### config.mk
export PLATFORM = sky130hd
export DESIGN_NAME = multiplier
export DESIGN_NICKNAME = d
export VERILOG_FILES = /design/src/rtl/multiplier.sv
export SDC_FILE = /design/constraint.sdc
export NUM_CORES = 1
export LEC_CHECK = 0
export CORE_MARGIN = 8
export CORE_UTILIZATION = 30
export CTS_CLUSTER_SIZE = 40
export DETAILED_ROUTE_END_ITERATION = 10
export MAX_ROUTING_LAYER = met4
export RECOVER_POWER = 100
export SETUP_SLACK_MARGIN = 0.05
export SYNTH_ARGS = -nofsm -noshare
export SYNTH_HDL_FRONTEND = slang
export SYNTH_SLANG_ARGS = --single-unit
export TNS_END_PERCENT = 5
### constraint.sdc
create_clock -name clk -period 3.55 [get_ports clk]
set_input_delay 0.355 -clock clk [delete_from_list [all_inputs] [get_ports clk]]
set_output_delay 0.355 -clock clk [all_outputs]
set_load 0.02 [all_outputs]
### src/rtl/multiplier.sv
// Sequential unsigned shift-add multiplier: WIDTH x WIDTH -> 2*WIDTH product.
// Default build retires one multiplier bit per cycle (latency WIDTH).
// Define MULT_RADIX4_EN to retire two bits per cycle (latency WIDTH/2);
// WIDTH must be even in that mode. Results and handshake are identical.
module multiplier #(
   parameter int WIDTH = 24
) (
   input  logic                 clk,
   input  logic                 reset,
   input  logic                 start,
   input  logic [WIDTH-1:0]     x,
   input  logic [WIDTH-1:0]     y,
   output logic [2*WIDTH-1:0]   p,
   output logic                 out_en
);

`ifdef MULT_RADIX4_EN
   localparam int STEP = 2;
`else
   localparam int STEP = 1;
`endif
   localparam int ITER  = WIDTH / STEP;       // iterations per product
   localparam int SW    = WIDTH + STEP;       // adder width, keeps the carry bits
   localparam int CNT_W = $clog2(ITER + 1);

   typedef enum logic {IDLE, BUSY} state_t;

   state_t               state_q, state_d;
   logic [WIDTH-1:0]     mcand_q, mcand_d;
   logic [WIDTH-1:0]     mplr_q, mplr_d;
   logic [WIDTH-1:0]     acc_q, acc_d;
   logic [CNT_W-1:0]     cnt_q, cnt_d;
   logic [2*WIDTH-1:0]   p_q, p_d;
   logic                 out_en_q, out_en_d;
`ifdef MULT_RADIX4_EN
   logic [SW-1:0]        mcand3_q, mcand3_d;  // 3x multiplicand, built once at start
`endif

   logic [SW-1:0]        addend_s;
   logic [SW-1:0]        sum_s;

   // Partial product for the low multiplier digit, added into the upper half
   always_comb begin
      addend_s = '0;
`ifdef MULT_RADIX4_EN
      case (mplr_q[1:0])
         2'd0:    addend_s = '0;
         2'd1:    addend_s = {2'b00, mcand_q};
         2'd2:    addend_s = {1'b0, mcand_q, 1'b0};
         default: addend_s = mcand3_q;
      endcase
`else
      if (mplr_q[0]) begin
         addend_s = {1'b0, mcand_q};
      end
`endif
      sum_s = {{STEP{1'b0}}, acc_q} + addend_s;
   end

   // Next-state and datapath control for the IDLE/BUSY sequencer
   always_comb begin
      state_d  = state_q;
      mcand_d  = mcand_q;
      mplr_d   = mplr_q;
      acc_d    = acc_q;
      cnt_d    = cnt_q;
      p_d      = p_q;
      out_en_d = 1'b0;
`ifdef MULT_RADIX4_EN
      mcand3_d = mcand3_q;
`endif
      case (state_q)
         IDLE: begin
            if (start) begin
               mcand_d = x;
               mplr_d  = y;
               acc_d   = '0;
               cnt_d   = '0;
`ifdef MULT_RADIX4_EN
               mcand3_d = {2'b00, x} + {1'b0, x, 1'b0};
`endif
               state_d = BUSY;
            end
         end
         BUSY: begin
            // Shift {sum, mplr} right by STEP: low sum bits move into mplr's top
            acc_d  = sum_s[SW-1:STEP];
            mplr_d = {sum_s[STEP-1:0], mplr_q[WIDTH-1:STEP]};
            cnt_d  = cnt_q + CNT_W'(1);
            if (cnt_q == CNT_W'(ITER - 1)) begin
               p_d      = {sum_s, mplr_q[WIDTH-1:STEP]};
               out_en_d = 1'b1;
               state_d  = IDLE;
            end
         end
         default: state_d = IDLE;
      endcase
   end

   // State and datapath registers with synchronous reset
   always_ff @(posedge clk) begin
      if (reset) begin
         state_q  <= IDLE;
         mcand_q  <= '0;
         mplr_q   <= '0;
         acc_q    <= '0;
         cnt_q    <= '0;
         p_q      <= '0;
         out_en_q <= 1'b0;
`ifdef MULT_RADIX4_EN
         mcand3_q <= '0;
`endif
      end else begin
         state_q  <= state_d;
         mcand_q  <= mcand_d;
         mplr_q   <= mplr_d;
         acc_q    <= acc_d;
         cnt_q    <= cnt_d;
         p_q      <= p_d;
         out_en_q <= out_en_d;
`ifdef MULT_RADIX4_EN
         mcand3_q <= mcand3_d;
`endif
      end
   end

   assign p      = p_q;
   assign out_en = out_en_q;

endmodule

==> flow_metrics.env, run 1 <==
export IMPL_asyncSetResetFlopFracSynth=0
export IMPL_count_of_warnings_emitted_by_yosys=0
export IMPL_post_cts_resize_count=0
export IMPL_io_pins=100
export IMPL_min_delay_path_class="register to register"
export IMPL_first_global_vias=5436
export IMPL_netlist_instances=780
export IMPL_maxClockFrequency_mhz=332
export IMPL_post_synth_instance_area_sq_um=6130
export IMPL_core_sq_um=20200
export IMPL_drive_gt1_frac=0.0529
export IMPL_clk_insertion_delay_late_ns=0.42
export IMPL_worst_slew_pin_transition_ns=1.77
export IMPL_critical_path_peak_fanout=5
export IMPL_dieArea_sq_um=25300
export IMPL_report_final_hold_viol_count=0
export IMPL_synth_avg_cell_area_sq_um=7.86
export IMPL_start_util=0.304
export IMPL_grt_antenna_before_repair=1
export IMPL_die_ht_microns=159
export IMPL_cts_hold_fix_buffers=0
export IMPL_setup_total_negative_slack_ns=0
export IMPL_final_hpwl_dp_microns=11900
export IMPL_route_final_wire_length_microns=17000
export IMPL_finalMaxSlewViolations=123
export IMPL_final_util=0.393
export IMPL_timing_critical_path_to_type="register"
export IMPL_grt_met2_usage=0.226
export IMPL_drt_antenna_violating_nets=0
export IMPL_synth_most_common_cell="nand2_1"
export IMPL_fin_crit_ns=3.01
export IMPL_post_route_drc_count=0
export IMPL_yosys_register_bits=127
export IMPL_timing_setup_critical_path_class="register to register"
export IMPL_dieWidth_microns=159
export IMPL_yosys_most_used_dff="dfxtp_1"
export IMPL_dr_pass1_iters=5
export IMPL_netlist_top_cell_by_area="dfxtp_1"
export IMPL_root_buffer="clkbuf_16"
export IMPL_tritoncts="built"
export IMPL_total_of_max_cap_violations=2
export IMPL_synth_sequential_area_ratio=0.415
export IMPL_preCtsSetupSlack_ns=0.780
export IMPL_grtUsageMet3=0.0396
export IMPL_outcome="complete, but fails checks"
export IMPL_grt_start_max_net_pins=85
export IMPL_totalPowerFinal_mw=3.53
export IMPL_post_cts_buffers=0
export IMPL_route_detailed_wl_per_inst_microns=14.9
export IMPL_netlist_cell_type_count=54
export IMPL_gp_routability_congestion=0.861
export IMPL_htree_levels=4
export IMPL_clock_sinks=127
export IMPL_port_buffers=99
export IMPL_tritoncts_num_buffers=17
export IMPL_top_usage_layer="met2"
export IMPL_worst_vdd_rail_ir_drop_v=0.000323
export IMPL_critPathRequiredTime_ns=3.78
export IMPL_grt_first_pass_wirelength_microns=27800
export IMPL_setup_repair_after_global_routing_missed_its_margin="false"
export IMPL_gr_usage_met1=0.162
export IMPL_path_clk_slew_ns=0.06
export IMPL_synthesized_net_count=857
export IMPL_failed_checks="capacitance limit, slew limit"
export IMPL_max_slew_margin=-0.183
export IMPL_clockBufferDepth=2
export IMPL_worst_slack_ns=0.541
export IMPL_final_setup_skew_ns=0.00696
export IMPL_timing_final_crit_share=0.847
export IMPL_global_route_usage_total=0.138
export IMPL_vias=5470
export IMPL_nets=933
export IMPL_syn_to_final_growth_pct=29.2
export IMPL_critical_path_at_ns=3.23
export IMPL_power_density_nw_per_um2=446
export IMPL_finalHoldWorstSlack_ns=0.449
export IMPL_lkg_pwr_nw=3.22
export IMPL_post_synth_top_area_fraction=0.415
export IMPL_setup_violations_final=0
export IMPL_global_route_overflow_total=0
export IMPL_synth_edff_count=0
export IMPL_via_density_per_instance=4.80
export IMPL_synth_common_cells="nand2_1, dfxtp_1, a21oi_1, nor2_1, clkbuf_1"
export IMPL_synth_top_cells_by_area="dfxtp_1, a21oi_1, nand2_1"
export IMPL_timing_critical_path_from_type="register"
export IMPL_detailedRoute_firstIterationViolations=196
export IMPL_placement_rows=52
[per-layer routing]
layer | part of all wire | up-vias
met2 | 0.47 | 71
met3 | 0.044 | 15
met4 | 0.011 | 0
li1 | - | 2824
met1 | 0.47 | 2560
met5 | 0 | -
[registers in the layout, summed over array words and instances (netlist names)]
name / flops
p: 48
mplr_q: 24
cnt_q: 5
out_en: 1
mcand_q: 24
acc_q: 24
state_q: 1
[cell families (layout without fill, tap and decap cells)]
| family | count (synthesis) | after routing | share of synthesized area |
|---|---|---|---|
| fa+ha+maj | 26 | 26 | 0.0543 |
| mux | 25 | 25 | 0.0408 |
| buf+inv | 60 | 149 | 0.0371 |
| xor+xnor | 18 | 18 | 0.0257 |
| flops | 127 | 127 | 0.415 |
| compound gates | 202 | 202 | 0.195 |
| other cells | 0 | 1 | 0 |
| simple gates | 322 | 322 | 0.233 |
[path summary, 6_finish.rpt]
path               startpoint           to  slack [ns]  depth (start not counted)
setup / recovery    mplr_q[0]        p[45]        0.54                         11
hold / removal    mcand_q[18]  mcand_q[18]        0.45                          2
setup reg to reg    mplr_q[0]        p[45]        0.54                         11
hold reg to reg   mcand_q[18]  mcand_q[18]        0.45                          2
[cell type report]
type	count	area, sq um
well taps	270	338
multi-input cells	593	3360
diodes	1	2.50
repair buffers	109	1040
flip-flops and latches	127	2540
inverters	8	30.0
clock buffers	20	457
fillers	2103	12200
clock inverters	12	159
[stage by stage]
stage	instances	area (sq um)
floorplan	780	6130
finish	1140	7930
global route	1140	7930
global placement	1107	7340
CTS	1139	7960
detailed placement	1107	7340
[where the power goes]
part	internal, mW	total (mW)	switching (mW)
Combinational	0.104	0.224	0.120
Clock	1.15	1.82	0.671
Sequential	1.46	1.49	0.0313
Total	2.71	3.53	0.822
[cells in the final DEF, fill, tap and decap left out, types with 3 or more instances in the layout]
master	n
a21oi_1	125
xnor2_1	16
nor2_1	85
and2_1	22
or3_1	3
and3_1	3
inv_1	8
nand3_1	10
dfxtp_1	127
nor3_1	9
a22o_1	8
clkbuf_16	17
nand2_1	152
clkdlybuf4s50_1	48
a31oi_1	3
nand4_1	4
nand3b_1	3
o21ai_1	6
nor3b_1	14
bufinv_16	3
clkbuf_1	4
o21ai_0	16
and2_0	3
ha_1	25
a211oi_1	12
clkinv_4	3
mux2i_1	25
o21a_1	3
dlygate4sd3_1	49
a21o_1	13
buf_4	6
[worst max-delay path, cell delays in order, from the launching register on]
cell and delay [ns]:
dfxtp_1 0.39, and2_0 0.16, ha_1 0.20, inv_1 0.07, fa_1 0.40, and2b_1 0.23, o2111ai_1 0.19, a211oi_1 0.49
o21ai_0 0.15, o21ai_0 0.23, xnor2_1 0.19, a211oi_1 0.11
(Power assumes the default switching activity.)
==> run 2, diff against run 1 <==
clock period = 3.05 ns   (was 3.55 ns; I/O delays follow)
==> run 2 against run 1 <==
Flip-flop and latch count unchanged. First-iteration DRC count increased by 35%. Sequential share of layout area decreased by 0.27 points. Final area increased by 0.84%. Critical endpoint unchanged. Highest routed layer unchanged. The flow now finishes without violations.
==> flow_metrics.env, run 2 (synthesis results as in run 1) <==
export IMPL_outcome="complete, no violations"
export IMPL_setup_repair_after_global_routing_missed_its_margin="false"
export IMPL_post_cts_resize_count=0
export IMPL_timing_setup_critical_path_class="register to register"
export IMPL_route_detailed_wl_per_inst_microns=15.1
export IMPL_min_path_cells=2
export IMPL_first_global_vias=5464
export IMPL_worst_r2r_startpoint="mplr_q[0]"
export IMPL_grt_first_pass_wirelength_microns=28400
export IMPL_wl_met1_microns=8200
export IMPL_largest_reg_flops=48
export IMPL_power_density_nw_per_um2=531
export IMPL_r2r_setup_slack_ns=0.27
export IMPL_min_delay_path_class="input pin to register"
export IMPL_cts_hold_fix_buffers=0
export IMPL_gp_routability_congestion=0.853
export IMPL_antenna_cells_inserted=0
export IMPL_timing_critical_path_to_type="register"
export IMPL_worst_vdd_rail_ir_drop_v=0.000410
export IMPL_setup_violations_final=0
export IMPL_final_setup_skew_ns=0.00794
export IMPL_htree_levels=4
export IMPL_clockBufferDepth=2
export IMPL_total_of_max_cap_violations=0
export IMPL_most_common_layout_cells="nand2_1, dfxtp_1, a21oi_1"
export IMPL_core_sq_um=20200
export IMPL_drt_antenna_violating_nets=0
export IMPL_root_buffer="clkbuf_16"
export IMPL_dr_pass1_iters=4
export IMPL_timing_final_crit_share=0.910
export IMPL_place_inst=1110
export IMPL_nets=936
export IMPL_critical_path_at_ns=3.05
export IMPL_hold_path_startpoint="reset"
export IMPL_die_ht_microns=159
export IMPL_path_clk_slew_ns=0.06
export IMPL_placement_rows=52
export IMPL_timing_critical_path_from_type="register"
export IMPL_global_route_usage_total=0.142
export IMPL_stdcell_count=1142
export IMPL_fillcell_total=2109
export IMPL_critPathRequiredTime_ns=3.33
export IMPL_dieWidth_microns=159
export IMPL_drive_gt1_frac=0.0596
export IMPL_leading_cell_type_in_the_layout_fill_and_taps_excluded="nand2_1"
export IMPL_route_met2_wl_microns=8130
export IMPL_dieArea_sq_um=25300
export IMPL_lkg_pwr_nw=3.24
export IMPL_fin_crit_ns=2.78
export IMPL_via_density_per_instance=4.74
export IMPL_maxClockFrequency_mhz=360
export IMPL_report_final_hold_viol_count=0
export IMPL_max_slew_margin=0.279
export IMPL_clock_sinks=127
export IMPL_highest_signal_layer="met4"
export IMPL_finalMaxSlewViolations=0
export IMPL_post_route_drc_count=0
export IMPL_regToRegEndpoint="p[45]"
export IMPL_setup_total_negative_slack_ns=0
export IMPL_global_route_overflow_total=0
export IMPL_port_buffers=99
export IMPL_vias=5410
export IMPL_detailroute_wirelength_met3_microns=692
export IMPL_tritoncts_num_buffers=17
export IMPL_clk_insertion_delay_late_ns=0.42
export IMPL_tritoncts="built"
export IMPL_worstHoldEndpoint="acc_q[11]"
export IMPL_rr_worst_depth=12
export IMPL_detailedRoute_firstIterationViolations=264
export IMPL_io_pins=100
export IMPL_start_util=0.304
export IMPL_route_final_wire_length_microns=17200
export IMPL_critical_path_peak_fanout=3
export IMPL_worst_slew_pin_transition_ns=1.08
export IMPL_final_hpwl_dp_microns=12200
export IMPL_post_cts_buffers=0
export IMPL_grt_antenna_before_repair=0
export IMPL_syn_to_final_growth_pct=30.3
export IMPL_grt_start_max_net_pins=77
-- run 2: cell type report --
cell class                 count  area, sq um  area share
inverter                       8         30.0     0.00376
timing repair buffer         112         1070       0.134
tap                          270          338      0.0423
clock buffer                  19          433      0.0542
sequential                   127         2540       0.318
multi-input combinational    593         3360       0.421
clock inverter                13          213      0.0266
-- run 2: layer usage --
metal | vias up | track usage
met5 | - | -
met1 | 2478 | 0.170
met4 | 0 | 0.0450
li1 | 2832 | -
met2 | 83 | 0.229
met3 | 17 | 0.0365
-- run 2: critical path: stages, from the launching register on --
cell       delay, ns
dfxtp_1         0.35
and2_0          0.14
ha_1            0.20
inv_1           0.06
fa_1            0.40
and2b_1         0.23
o2111ai_1       0.17
clkbuf_4        0.20
a211oi_2        0.25
o21ai_0         0.13
o21ai_0         0.23
xnor2_1         0.18
a211oi_1        0.10
-- run 2: power by group --
part           internal, mW  leakage, nW  total, mW  switching [mW]
registers              1.70         1.03       1.73          0.0327
clock network          1.45        0.304       2.25           0.794
logic                 0.121         1.91      0.264           0.143
total                  3.28         3.24       4.25           0.970
-- run 2: through the flow --
step / power [mW] / setup WS (ns) / cell area, sq um / utilization / hold slack [ns]
floorplan: 1.92 / 0.531 / 6130 / - / 0.431
global placement: 2.04 / 0.440 / 7370 / 0.365 / 0.439
detailed placement: 2.04 / 0.343 / 7370 / 0.365 / 0.445
CTS: 4.29 / 0.314 / 8010 / 0.397 / 0.307
global route: 4.39 / 0.0688 / 7990 / 0.396 / 0.325
finish: 4.25 / 0.273 / 7990 / 0.396 / 0.307
-- run 2: worst max path at each step --
stage | from | end | slack (ns) | cells past startpoint
6_report | mplr_q[0] | p[45] | 0.27 | 12
5_1_grt | mplr_q[0] | p[45] | 0.07 | 12
4_1_cts | mplr_q[0] | p[45] | 0.31 | 12
3_5_place_dp | mplr_q[0] | p[45] | 0.34 | 12
3_3_place_gp | mplr_q[0] | acc_q[20] | 0.44 | 11
2_1_floorplan | mplr_q[0] | acc_q[20] | 0.53 | 11
==> run 3, diff against run 2 <==
GPL_TIMING_DRIVEN = 0   (was unset)
==> run 3 against run 2 <==
Setup slack worse by 0.15 ns. Via count rose by 7.1%. Wire length grew 11%. Utilization up 0.37 points. Non-clock buffer count rose by 38. Worst hold slack better by 0.12 ns. Die area unchanged. Total power is 5.1% lower. Sequential share of layout area fell by 0.28 points. Combinational power grew 11%. Sequential power barely moved. Clock power fell by 11%. Critical path type unchanged. Largest cell class unchanged.
==> flow_metrics.env, run 3 (synthesis results as in run 1) <==
export IMPL_die_ht_microns=159
export IMPL_worstHoldEndpoint="mcand_q[6]"
export IMPL_worst_vdd_rail_ir_drop_v=0.000363
export IMPL_rr_worst_depth=11
export IMPL_first_global_vias=5742
export IMPL_comb_power_share=0.073
export IMPL_timing_final_crit_share=0.958
export IMPL_power_clock_fraction=0.498
export IMPL_critPathRequiredTime_ns=3.36
export IMPL_core_sq_um=20200
export IMPL_fin_crit_ns=2.92
export IMPL_route_final_wire_length_microns=19000
export IMPL_critical_path_at_ns=3.23
export IMPL_crit_path_top_delay_cell="dfxtp_2"
export IMPL_power_density_nw_per_um2=499
export IMPL_clk_insertion_delay_late_ns=0.42
export IMPL_largest_reg_flops=48
export IMPL_post_cts_buffers=0
export IMPL_timing_critical_path_from_type="register"
export IMPL_root_buffer="clkbuf_16"
export IMPL_place_inst=1148
export IMPL_cp_slowest_stage_delay_ns=0.40
export IMPL_path_clk_slew_ns=0.06
export IMPL_grt_antenna_before_repair=1
export IMPL_preCtsSetupSlack_ns=-0.119
export IMPL_final_setup_skew_ns=0.0110
export IMPL_total_of_max_cap_violations=0
export IMPL_post_route_drc_count=0
export IMPL_internal_power_mw=3.05
export IMPL_tritoncts="built"
export IMPL_dieArea_sq_um=25300
export IMPL_worst_r2r_startpoint="mplr_q[0]"
export IMPL_stdcell_count=1180
export IMPL_grt_first_pass_wirelength_microns=30800
export IMPL_timing_critical_path_to_type="register"
export IMPL_totalPowerFinal_mw=4.03
export IMPL_worst_slew_pin_transition_ns=1.07
export IMPL_timing_critical_path_from="mplr_q[0]"
export IMPL_lkg_pwr_nw=3.21
export IMPL_worst_slack_ns=0.127
export IMPL_regToRegEndpoint="acc_q[20]"
export IMPL_drive_gt1_frac=0.0506
export IMPL_start_util=0.304
export IMPL_fillcell_total=2141
export IMPL_post_dp_cell_area_sq_um=7450
export IMPL_p_sw_frac=0.243
export IMPL_tritoncts_num_buffers=17
export IMPL_finalMaxSlewViolations=0
export IMPL_leading_cell_type_in_the_layout_fill_and_taps_excluded="nand2_1"
export IMPL_htree_levels=4
export IMPL_clock_sinks=127
export IMPL_clockBufferDepth=2
export IMPL_nets=974
export IMPL_detailedRoute_firstIterationViolations=326
export IMPL_crit_chain="clkbuf_2 > nand2_1 > inv_1 > ha_1 > a211oi_2 > o21bai_1 > a21oi_2 > o221a_1 > o21ai_2 > or3_1 > a32o_1"
export IMPL_final_hpwl_dp_microns=14300
export IMPL_final_cell_area_sq_um=8070
export IMPL_grt_start_max_net_pins=17
export IMPL_via_density_per_instance=4.91
export IMPL_setup_violations_final=0
export IMPL_vias=5792
export IMPL_p_switching_mw=0.980
export IMPL_report_final_hold_viol_count=0
export IMPL_setup_repair_after_global_routing_missed_its_margin="false"
export IMPL_hold_path_startpoint="x[6]"
export IMPL_dr_pass1_iters=5
export IMPL_dieWidth_microns=159
export IMPL_critical_path_peak_fanout=10
export IMPL_global_route_overflow_total=0
export IMPL_port_buffers=98
export IMPL_syn_to_final_growth_pct=31.5
export IMPL_maxClockFrequency_mhz=342
export IMPL_r2r_setup_slack_ns=0.13
export IMPL_route_detailed_wl_per_inst_microns=16.1
export IMPL_timing_setup_critical_path_class="register to register"
export IMPL_min_path_cells=3
export IMPL_placement_rows=52
export IMPL_gp_routability_congestion=0.935
export IMPL_power_frac_seq=0.429
export IMPL_drt_antenna_violating_nets=0
export IMPL_max_slew_margin=0.282
export IMPL_min_delay_path_class="input pin to register"
export IMPL_outcome="complete, no violations"
export IMPL_most_common_layout_cells="nand2_1, dfxtp_1, a21oi_1"
export IMPL_global_route_usage_total=0.155
export IMPL_io_pins=100
## run 3: cell types whose count changed in the layout (fill, tap and decap cells not counted), moves of 2 or more
cell	delta
bufinv_16	-3
buf_4	-10
a211oi_2	+2
buf_1	+6
a211oi_1	-2
clkinvlp_4	+2
clkbuf_1	+41
## run 3: cell type report
cell class | instances | area, sq um | area share
Sequential cell | 127 | 2540 | 0.315
Inverter | 8 | 30.0 | 0.00372
Clock inverter | 12 | 138 | 0.0171
Timing Repair Buffer | 98 | 981 | 0.122
Buffer | 52 | 200 | 0.0248
Clock buffer | 19 | 443 | 0.0549
Tap cell | 270 | 338 | 0.0419
Antenna cell | 1 | 2.50 | 0.000310
Multi-Input combinational cell | 593 | 3390 | 0.420
## run 3: worst max-delay path: cells and delay by family (launching register included)
| kind | cells | cell delay, ns |
|---|---|---|
| simple gates | 2 | 0.48 |
| compound gates | 6 | 1.37 |
| buf+inv | 2 | 0.33 |
| flops | 1 | 0.40 |
| fa+ha+maj | 1 | 0.24 |
## run 3: per-layer routing
layer  part of all wire  GRT usage  wire length (microns)  vias to the layer above
met1               0.47      0.187                   8850                     2716
met5                  0          -                      0                        -
met2               0.46      0.246                   8830                      138
met3              0.046     0.0331                    873                       29
met4              0.025     0.0673                    472                        0
li1                   -          -                      -                     2909
## run 3: per-stage QoR
stage          hold WS (ns)   util  setup TNS [ns]
4_1_cts               0.415  0.399               0
6_report              0.431  0.400               0
3_3_place_gp          0.438  0.369          -0.292
3_5_place_dp          0.442  0.369          -0.327
5_1_grt               0.426  0.400               0
2_1_floorplan         0.431      -               0
## run 3: worst max-delay path by stage
stage | end | slack, ns
after floorplan | acc_q[20] | 0.53
after global placement | p[41] | -0.12
after detailed placement | p[41] | -0.12
after CTS | p[45] | 0.02
after global routing | p[45] | 0.03
final | acc_q[20] | 0.13
## run 3: what timing repair did
action,4_1_cts,5_1_grt
pin swaps,0,1
endpoints found under the setup margin,9,23
resized for setup,2,9
hold buffers,0,0
## run 3: power groups by stage
stage                     clock network (mW)  registers (mW)  logic (mW)
after floorplan                            0            1.76       0.165
after global placement                     0            1.76       0.294
after detailed placement                   0            1.76       0.295
after CTS                               2.04            1.73       0.297
after global routing                    2.12            1.73       0.327
final                                   2.01            1.73       0.293
